<file path="src/rtl/race_pkg.sv">
// Shared encodings and screen geometry for the race game sequencer and its
// sub-blocks.
package race_pkg;

  typedef enum logic [1:0] {
    ST_ATTRACT = 2'b00,
    ST_RUN     = 2'b01,
    ST_CRASH   = 2'b10
  } state_e;

  localparam int SCREEN_W    = 640;
  localparam int SCREEN_H    = 480;
  localparam int ROAD_LEFT   = 160;
  localparam int ROAD_RIGHT  = SCREEN_W - 192;
  localparam int CAR_X_START = 304;

  localparam int CAR_X_W  = 10;
  localparam int SCROLL_W = 9;
  localparam int SPEED_W  = 3;
  localparam int SCORE_W  = 16;

endpackage

</file>
<file path="src/rtl/button_debounce.sv">
// Two-flop synchronizer, stability counter and rising-edge pulse for one
// raw mechanical button.
module button_debounce #(
  parameter int DEBOUNCE_CYCLES = 500000
) (
  input  logic i_clk,
  input  logic i_reset,
  input  logic i_raw,
  output logic o_db,
  output logic o_press
);

  localparam int CW = $clog2(DEBOUNCE_CYCLES + 1);

  logic          r_sync0;
  logic          r_sync1;
  logic          r_db;
  logic          r_db_d;
  logic [CW-1:0] r_cnt;

  // Any sample equal to the current debounced level restarts the count.
  always_ff @(posedge i_clk) begin
    if (i_reset) begin
      r_sync0 <= 1'b0;
      r_sync1 <= 1'b0;
      r_db    <= 1'b0;
      r_db_d  <= 1'b0;
      r_cnt   <= '0;
    end else begin
      r_sync0 <= i_raw;
      r_sync1 <= r_sync0;
      r_db_d  <= r_db;
      if (r_sync1 != r_db) begin
        if (r_cnt == CW'(DEBOUNCE_CYCLES - 1)) begin
          r_db  <= r_sync1;
          r_cnt <= '0;
        end else begin
          r_cnt <= r_cnt + CW'(1);
        end
      end else begin
        r_cnt <= '0;
      end
    end
  end

  assign o_db    = r_db;
  assign o_press = r_db & ~r_db_d;

endmodule

</file>
<file path="src/rtl/race_game_ctrl.sv">
// Race game sequencer: button conditioning, ATTRACT/RUN/CRASH control and the
// once-per-frame update of car position, road scroll, speed and score.
module race_game_ctrl
  import race_pkg::*;
#(
  parameter int DEBOUNCE_CYCLES = 500000,
  parameter int X_MIN           = ROAD_LEFT,
  parameter int X_MAX           = ROAD_RIGHT,
  parameter int X_START         = CAR_X_START,
  parameter int STEP            = 4,
  parameter int SCROLL_WRAP     = SCREEN_H,
  parameter int SPEEDUP_FRAMES  = 300,
  parameter int MAX_SPEED       = 7,
  parameter int CRASH_FRAMES    = 120
) (
  input  logic                i_clk50mhz,
  input  logic                i_reset,
  input  logic                i_left,
  input  logic                i_right,
  input  logic                i_frame_tick,
  input  logic                i_collision,
  output logic [1:0]          o_game_state,
  output logic [CAR_X_W-1:0]  o_car_x,
  output logic [SCROLL_W-1:0] o_scroll_y,
  output logic [SPEED_W-1:0]  o_speed,
  output logic [SCORE_W-1:0]  o_score
);

  localparam int FC_W = $clog2(SPEEDUP_FRAMES + 1);
  localparam int CC_W = $clog2(CRASH_FRAMES + 1);

  logic w_l_db, w_r_db, w_l_press, w_r_press;

  state_e              r_state;
  logic [CAR_X_W-1:0]  r_car_x;
  logic [SCROLL_W-1:0] r_scroll_y;
  logic [SPEED_W-1:0]  r_speed;
  logic [SCORE_W-1:0]  r_score;
  logic [FC_W-1:0]     r_frame_cnt;
  logic [CC_W-1:0]     r_crash_cnt;

  button_debounce #(.DEBOUNCE_CYCLES(DEBOUNCE_CYCLES)) u_db_left (
    .i_clk(i_clk50mhz), .i_reset(i_reset), .i_raw(i_left),
    .o_db(w_l_db), .o_press(w_l_press)
  );

  button_debounce #(.DEBOUNCE_CYCLES(DEBOUNCE_CYCLES)) u_db_right (
    .i_clk(i_clk50mhz), .i_reset(i_reset), .i_raw(i_right),
    .o_db(w_r_db), .o_press(w_r_press)
  );

  // Edge clamps use one extra bit so a step past either bound cannot wrap.
  function automatic logic [CAR_X_W-1:0] move_left(input logic [CAR_X_W-1:0] x);
    logic [CAR_X_W:0] w_wide;
    w_wide = {1'b0, x};
    if (w_wide < (CAR_X_W+1)'(X_MIN + STEP)) return CAR_X_W'(X_MIN);
    return CAR_X_W'(w_wide - (CAR_X_W+1)'(STEP));
  endfunction

  function automatic logic [CAR_X_W-1:0] move_right(input logic [CAR_X_W-1:0] x);
    logic [CAR_X_W:0] w_wide;
    w_wide = {1'b0, x} + (CAR_X_W+1)'(STEP);
    if (w_wide > (CAR_X_W+1)'(X_MAX)) return CAR_X_W'(X_MAX);
    return CAR_X_W'(w_wide);
  endfunction

  function automatic logic [SCROLL_W-1:0] wrap_scroll(input logic [SCROLL_W-1:0] s,
                                                      input logic [SPEED_W-1:0]  v);
    logic [SCROLL_W:0] w_sum;
    w_sum = {1'b0, s} + (SCROLL_W+1)'(v);
    if (w_sum >= (SCROLL_W+1)'(SCROLL_WRAP))
      return SCROLL_W'(w_sum - (SCROLL_W+1)'(SCROLL_WRAP));
    return SCROLL_W'(w_sum);
  endfunction

  function automatic logic [SCORE_W-1:0] sat_inc(input logic [SCORE_W-1:0] s);
    return (&s) ? s : s + SCORE_W'(1);
  endfunction

  function automatic logic [SPEED_W-1:0] speed_up(input logic [SPEED_W-1:0] v);
    return (v >= SPEED_W'(MAX_SPEED)) ? v : v + SPEED_W'(1);
  endfunction

  always_ff @(posedge i_clk50mhz) begin
    if (i_reset) begin
      r_state     <= ST_ATTRACT;
      r_car_x     <= CAR_X_W'(X_START);
      r_scroll_y  <= '0;
      r_speed     <= SPEED_W'(1);
      r_score     <= '0;
      r_frame_cnt <= '0;
      r_crash_cnt <= '0;
    end else begin
      case (r_state)
        ST_ATTRACT: begin
          // A press wins over a coincident frame tick: no frame update this cycle.
          if (w_l_press || w_r_press) begin
            r_state     <= ST_RUN;
            r_car_x     <= CAR_X_W'(X_START);
            r_scroll_y  <= '0;
            r_speed     <= SPEED_W'(1);
            r_score     <= '0;
            r_frame_cnt <= '0;
          end
        end
        ST_RUN: begin
          if (i_frame_tick) begin
            if (w_l_db && !w_r_db)      r_car_x <= move_left(r_car_x);
            else if (w_r_db && !w_l_db) r_car_x <= move_right(r_car_x);
            r_scroll_y <= wrap_scroll(r_scroll_y, r_speed);
            r_score    <= sat_inc(r_score);
            if (r_frame_cnt == FC_W'(SPEEDUP_FRAMES - 1)) begin
              r_frame_cnt <= '0;
              r_speed     <= speed_up(r_speed);
            end else begin
              r_frame_cnt <= r_frame_cnt + FC_W'(1);
            end
            if (i_collision) begin
              r_state     <= ST_CRASH;
              r_crash_cnt <= '0;
            end
          end
        end
        ST_CRASH: begin
          if (i_frame_tick) begin
            if (r_crash_cnt == CC_W'(CRASH_FRAMES - 1)) begin
              r_state     <= ST_ATTRACT;
              r_crash_cnt <= '0;
            end else begin
              r_crash_cnt <= r_crash_cnt + CC_W'(1);
            end
          end
        end
        default: r_state <= ST_ATTRACT;
      endcase
    end
  end

  assign o_game_state = r_state;
  assign o_car_x      = r_car_x;
  assign o_scroll_y   = r_scroll_y;
  assign o_speed      = r_speed;
  assign o_score      = r_score;

endmodule
</file>
<file path="config.mk">
export PLATFORM = sky130hd
export DESIGN_NAME = race_game_ctrl
export DESIGN_NICKNAME = d
export VERILOG_FILES = /design/src/rtl/race_pkg.sv /design/src/rtl/button_debounce.sv /design/src/rtl/race_game_ctrl.sv
export SDC_FILE = /design/constraint.sdc
export NUM_CORES = 1
export LEC_CHECK = 0
export CAP_MARGIN = 30
export CORE_ASPECT_RATIO = 1.5
export CORE_MARGIN = 2
export CORE_UTILIZATION = 60
export DETAILED_ROUTE_END_ITERATION = 10
export DONT_BUFFER_PORTS = 1
export HOLD_SLACK_MARGIN = 0.05
export PLACE_DENSITY = 0.85
export SLEW_MARGIN = 20
export SYNTH_ARGS = -nofsm -noshare
export SYNTH_HDL_FRONTEND = slang
export SYNTH_SLANG_ARGS = --single-unit
</file>
<file path="constraint.sdc">
create_clock -name i_clk50mhz -period 6.2 [get_ports i_clk50mhz]
set_clock_uncertainty 0.05 [all_clocks]
set_input_delay 1.24 -clock i_clk50mhz [delete_from_list [all_inputs] [get_ports i_clk50mhz]]
set_output_delay 1.24 -clock i_clk50mhz [all_outputs]
set_load 0.02 [all_outputs]
</file>
**Word-level counts from Yosys, hierarchy flattened**

Cells that the tools add are included.
W data, S select, Z words.

- Register bits: 102
- Input port bits: 6
- Logic and storage cells: 125

- Magnitude comparators: 4
- Reductions and logical operators: 19
- Muxes and demuxes: 52
- Equality and inequality tests: 17
- $add $sub $neg: 10
- Bitwise gates (word level): 6

Operators by type and width:

| operator | number |
|---|---|
| $mux W10 | 8 |
| $mux W9 | 6 |
| $mux W16 | 3 |
| $add A19 B1 Y19 const B | 2 |
| $eq A19 B19 Y1 const B | 2 |
| $pmux W9 S2 | 2 |
| $pmux W16 S2 | 1 |
| $mux W7 | 4 |
| $pmux W10 S2 | 1 |
| $add A16 B1 Y16 const B | 1 |
| $ne A2 B2 Y1 const B | 8 |
| $reduce_and A16 Y1 | 1 |
| $mux W1 | 15 |
| $pmux W7 S2 | 1 |
| $mux W3 | 4 |
| $reduce_and A4 Y1 | 3 |
| $add A10 B3 Y11 const B | 1 |
| $gt A11 B9 Y1 const B | 1 |
| $add A9 B3 Y10 | 1 |
| $ge A10 B9 Y1 const B | 1 |
| $lt A10 B8 Y1 const B | 1 |
| $mux W2 | 5 |
| $reduce_and A5 Y1 | 2 |
| $sub A10 B3 Y10 const B | 1 |
| other kinds (23) | 33 |

**Logic depth before layout (Yosys ltp)**

- Depth in word-level cells: 13
- Gate-level depth with buffers: 11

**Hierarchy**

From an unflattened synthesis, not the netlist that was laid out.

- Cell total of the unflattened synthesis: 607
- Area, all modules: 5182.5 um^2

Modules (own cells, without submodules):

| module | sequential area each (um^2) | area each (um^2) | cells an instance | times used |
|---|---|---|---|---|
| race_game_ctrl | 1081.0 | 3183.1 | 389 | 1 |
| button_debounce | 460.4 | 999.7 | 109 | 2 |

**Least setup slack after synthesis**

Ideal clock, no wire load.

- Kind: input to register
- Start point: input i_frame_tick
- End point: register r_score[8] (netlist: o_score[8])
- Path slack: 3.834 ns
- Stages on the path: 6
- Path buffers: 1
- Required time: 6.079 ns
- Arrival: 2.245 ns
- Cells stage by stage: nand2b_1 o311a_2 buf_6 o211ai_2 or3_1 a21oi_1

- Longest elaborated chain between the ends: 2

Ends and longest elaborated chain:

| element | line | text |
|---|---|---|
| start: declaration | race_game_ctrl.sv:20 | `input logic i_frame_tick,` |
| $ne A2 B2 Y1 (no line) | -- |  |
| $reduce_and A4 Y1 (no line) | -- |  |
| end signal: assignment | race_game_ctrl.sv:111 | `r_score <= sat_inc(r_score);` |
| end: declaration | race_game_ctrl.sv:38 | `logic [SCORE_W-1:0] r_score;` |

Every way passes these cells.
A chain may end at the register's enable or synchronous reset.

**Final worst setup path**

- Start point: register r_speed[1] (netlist: o_speed[1])
- End point: register r_scroll_y[6] (netlist: o_scroll_y[6])

- Longest elaborated chain between the ends: 9
- Elaborated cells on any way between the ends: 11

Ends and longest elaborated chain:

| element | line | text |
|---|---|---|
| start: declaration | race_game_ctrl.sv:37 | `logic [SPEED_W-1:0] r_speed;` |
| start signal: assignment | race_game_ctrl.sv:114 | `r_speed <= speed_up(r_speed);` |
| $add A9 B3 Y10 * | race_game_ctrl.sv:70 | `w_sum = {1'b0, s} + (SCROLL_W+1)'(v);` |
| $ge A10 B9 Y1 | race_game_ctrl.sv:71 | `if (w_sum >= (SCROLL_W+1)'(SCROLL_WRAP))` |
| $mux W1 | race_game_ctrl.sv:71 |  |
| $mux W1 | race_game_ctrl.sv:107 | `if (i_frame_tick) begin` |
| $mux W1 | race_game_ctrl.sv:94 | `case (r_state)` |
| $mux W1 | race_game_ctrl.sv:85 | `if (i_reset) begin` |
| $mux W9 * | race_game_ctrl.sv:73 | `return SCROLL_W'(w_sum);` |
| $mux W9 * | race_game_ctrl.sv:107 |  |
| $pmux W9 S2 * | race_game_ctrl.sv:94 |  |
| end signal: assignment | race_game_ctrl.sv:110 | `r_scroll_y <= wrap_scroll(r_scroll_y, r_speed);` |
| end: declaration | race_game_ctrl.sv:36 | `logic [SCROLL_W-1:0] r_scroll_y;` |

Every way passes the cells marked *; elsewhere a longest branch is shown, timed or not. The select of a mux whose other input is x is not followed.

==> reports/results.tsv <==
stage	metric	value	unit
run_status	run_status	finished clean	
critical_path	max_stage_delay	0.57	ns
clock_network	cts_tree	done	
route	wl_per_cell	14.9	um
floorplanning	core_area	0.00831	mm^2
yosys	syn_area_per_cell	8.38	um^2
critical_path	critical_path_class	flip-flop to flip-flop	
route	drt-total-wl	10.6	mm
critical_path	crit_slowest_cell	dfxtp_1	
grt	grt_pass1_vias	4041	
route	viasPerCell	6.00	
pwr	power_density	232	mW/mm^2
route	drc	0	
grt	antenna_found_initial	0	
critical_path	arrival	2.75	ns
clock_network	postCtsHoldBufs	0	
timing	tns	0	ns
yosys	yosys.area.top_type	dfxtp_1	
place	postPlaceCellArea	0.00512	mm^2
critical_path	cp_top_family	compound AO/OA/AOI/OAI gates	
floorplanning	dieArea	0.00926	mm^2
critical_path	start_kind	flip-flop	
clock_network	cts.repair.resized	0	
yosys	synth_top_area_share	39.3	%
timing	rsz0062_at_grt	no	
layout	drive_gt1_share	6.97	%
clock_network	cts_root_buffer	clkbuf_16	
floorplanning	die_w	79.3	um
grt	grt_use_total	23.6	%
clock_network	post_cts_buffers	0	
critical_path	end_kind	flip-flop	
yosys	synth_common_cells	dfxtp_1 (100), nor2_1 (92), nand2_1 (50)	
critical_path	critPathMaxFanout	7	
yosys	synth_edf_count	0	
critical_path	r2r-start	o_speed[1]	
grt	grt_pass1_wl	17.8	mm
place	dpl.hpwl	7.58	mm
yosys	synth_most_common_cell	dfxtp_1	
worst_hold_path	hold_start	u_db_right.r_sync0	
yosys	synth.area.top_cells	dfxtp_1 (39%), nor2_1 (6.8%), xor2_1 (5.7%), xnor2_1 (4.5%), nand2_1 (3.7%)	
timing	fin_crit_sh	41.7	%
route	drt_iter0_drc	266	
layout	fin_nets	619	
floorplanning	die_h	117	um
timing	setup_viol	0	
clock_network	clk-insertion-delay-late	0.35	ns
clock_network	cts_buffers	9	
place	numPortBuffers	0	
worst_hold_path	hold_path_depth	1	
run	maxCapViolations	0	
critical_path	r2r-end	o_scroll_y[6]	
timing	hold_violations	0	
timing	hold_slack	0.405	ns
yosys	synth-seq-area-share	39.3	%
clock_network	path_clk_slew	0.07	ns
pwr	leakage	1.80	nW
worst_hold_path	whs_endpoint	u_db_right.r_sync1	
clock_network	cts_buffer_depth	2	
timing	worst_slew_pin_slew	0.756	ns
floorplanning	ios	46	
timing	finalCriticalPeriod	2.58	ns
yosys	synthFlopType	dfxtp_1	
critical_path	crit_chain	ha_1 > a21o_1 > a21oi_4 > nor2_2 > xor2_1 > ha_1 > nand2_1 > a2bb2oi_1 > o32ai_1	
timing	relSlewSlack	49.3	%
worst_hold_path	hold_path_class	flip-flop to flip-flop	
route	vias	4260	
critical_path	crit_required	6.37	ns
route	dr.pass1.iters	4	
yosys	ys_seq_elements	100	
clock_network	h-tree-depth	3	
place	routabilityCongestion	0.906	
critical_path	reg2reg_slack	3.62	ns
yosys	yosysUniqueCellTypes	71	
timing	slew_violations	0	
layout	postLayoutCellArea	0.00544	mm^2
timing	fmax	387	MHz
critical_path	cpMostUsedCell	ha_1	
floorplanning	fp-row-count	41	
yosys	synthCells	608	
critical_path	crit_buf_inv	0	
layout	utilization	65.5	%
route	ant_nets	0	
clock_network	cts.sinks	100	
grt	grt_max_degree	31	
yosys	async_flop_share	0	%
floorplanning	start_util	61.3	%
critical_path	ff2ff_path_depth	9	
layout	syn_to_final_growth	6.75	%
pwr	power.total	1.26	mW
yosys	ys.warnings.count	0	
layout	insertedDiodeCount	0	
pwr	max-vdd-ir-drop	201	uV
grt	gr-total-overflow	0	
yosys	synth_area	0.00510	mm^2
==> report_power, final <==
part / total [mW] / internal [mW] / switching [mW]
clock network: 0.607 / 0.356 / 0.250
logic: 0.0118 / 0.00320 / 0.00863
registers: 0.644 / 0.644 / 0.000935
total: 1.26 / 1.00 / 0.260
==> cell type report <==
type / instances / area [um^2]
tap: 107 / 134
clock buffer: 9 / 225
multi-input combinational: 462 / 2880
fill: 698 / 2870
clock inverter: 7 / 98.8
inverter: 23 / 86.3
timing repair buffer: 2 / 15.0
sequential: 100 / 2000
==> stage by stage <==
stage	instances	setup WS [ns]
5_1_grt	710	3.49
6_report	710	3.62
3_3_place_gp	693	3.64
4_1_cts	710	3.65
2_1_floorplan	609	3.83
3_5_place_dp	694	3.60
==> worst reg2reg max path, cell delays in order (launching register included) <==
cell and delay [ns]:
dfxtp_1 0.57, ha_1 0.32, a21o_1 0.22, a21oi_4 0.26, nor2_2 0.08, xor2_1 0.28, ha_1 0.29, nand2_1 0.07
a2bb2oi_1 0.19, o32ai_1 0.12
==> state kept, by name, indices dropped and copies added, names as in the netlist <==
register	cells
r_frame_cnt	9
u_db_left.r_cnt	19
o_car_x	8
o_speed	3
o_score	16
u_db_right.r_sync1	1
u_db_right.r_sync0	1
u_db_left.r_db_d	1
u_db_left.r_sync1	1
u_db_right.r_cnt	19
u_db_left.o_db	1
o_scroll_y	9
u_db_right.r_db_d	1
r_crash_cnt	7
u_db_left.r_sync0	1
u_db_right.o_db	1
o_game_state	2
==> cell usage in the layout (no fill, tap or decap), types with 9 or more instances in the layout <==
master and n:
a21oi_1 31, and3_1 9, clkbuf_16 9, dfxtp_1 100
ha_1 14, inv_1 23, nand2_1 50, nand2b_1 9
nand3_1 36, nand4_1 18, nor2_1 92, nor2b_1 9
nor3_1 12, o21ai_0 19, or3_1 13, xnor2_1 26
xor2_1 33
==> cell families after synthesis <==
| kind of cell | after synthesis | share of synthesized area, % |
|---|---|---|
| AND/OR/NAND/NOR | 283 | 27.9 |
| flip-flops | 100 | 39.3 |
| AO/OA/AOI/OAI | 98 | 13.5 |
| XOR/XNOR | 59 | 10.1 |
| buffers and inverters | 47 | 4.39 |
| adder cells (fa/ha/maj) | 15 | 3.83 |
| multiplexers | 5 | 0.982 |
| other | 1 | 0.0736 |
==> routing by layer <==
layer  GRT usage, %  wire length (um)  vias up
met4           9.66               223        0
met2           43.3              5570      119
met5              0                 0        -
met1           26.5              4280     2012
met3           4.98               489       26
li1               -                 -     2103
==> how the worst max path moves through the flow <==
stage                     from              to  slack (ns)  cells past startpoint
2_1_floorplan     i_frame_tick      o_score[8]        3.83                      6
3_3_place_gp      i_frame_tick  r_frame_cnt[8]        3.64                      6
3_5_place_dp      i_frame_tick  r_frame_cnt[8]        3.60                      6
4_1_cts             o_speed[0]   o_scroll_y[7]        3.65                     11
5_1_grt        o_game_state[0]  r_crash_cnt[5]        3.49                      6
6_report            o_speed[1]   o_scroll_y[6]        3.62                      9
No activity file was read; power rests on OpenSTA's default activity.
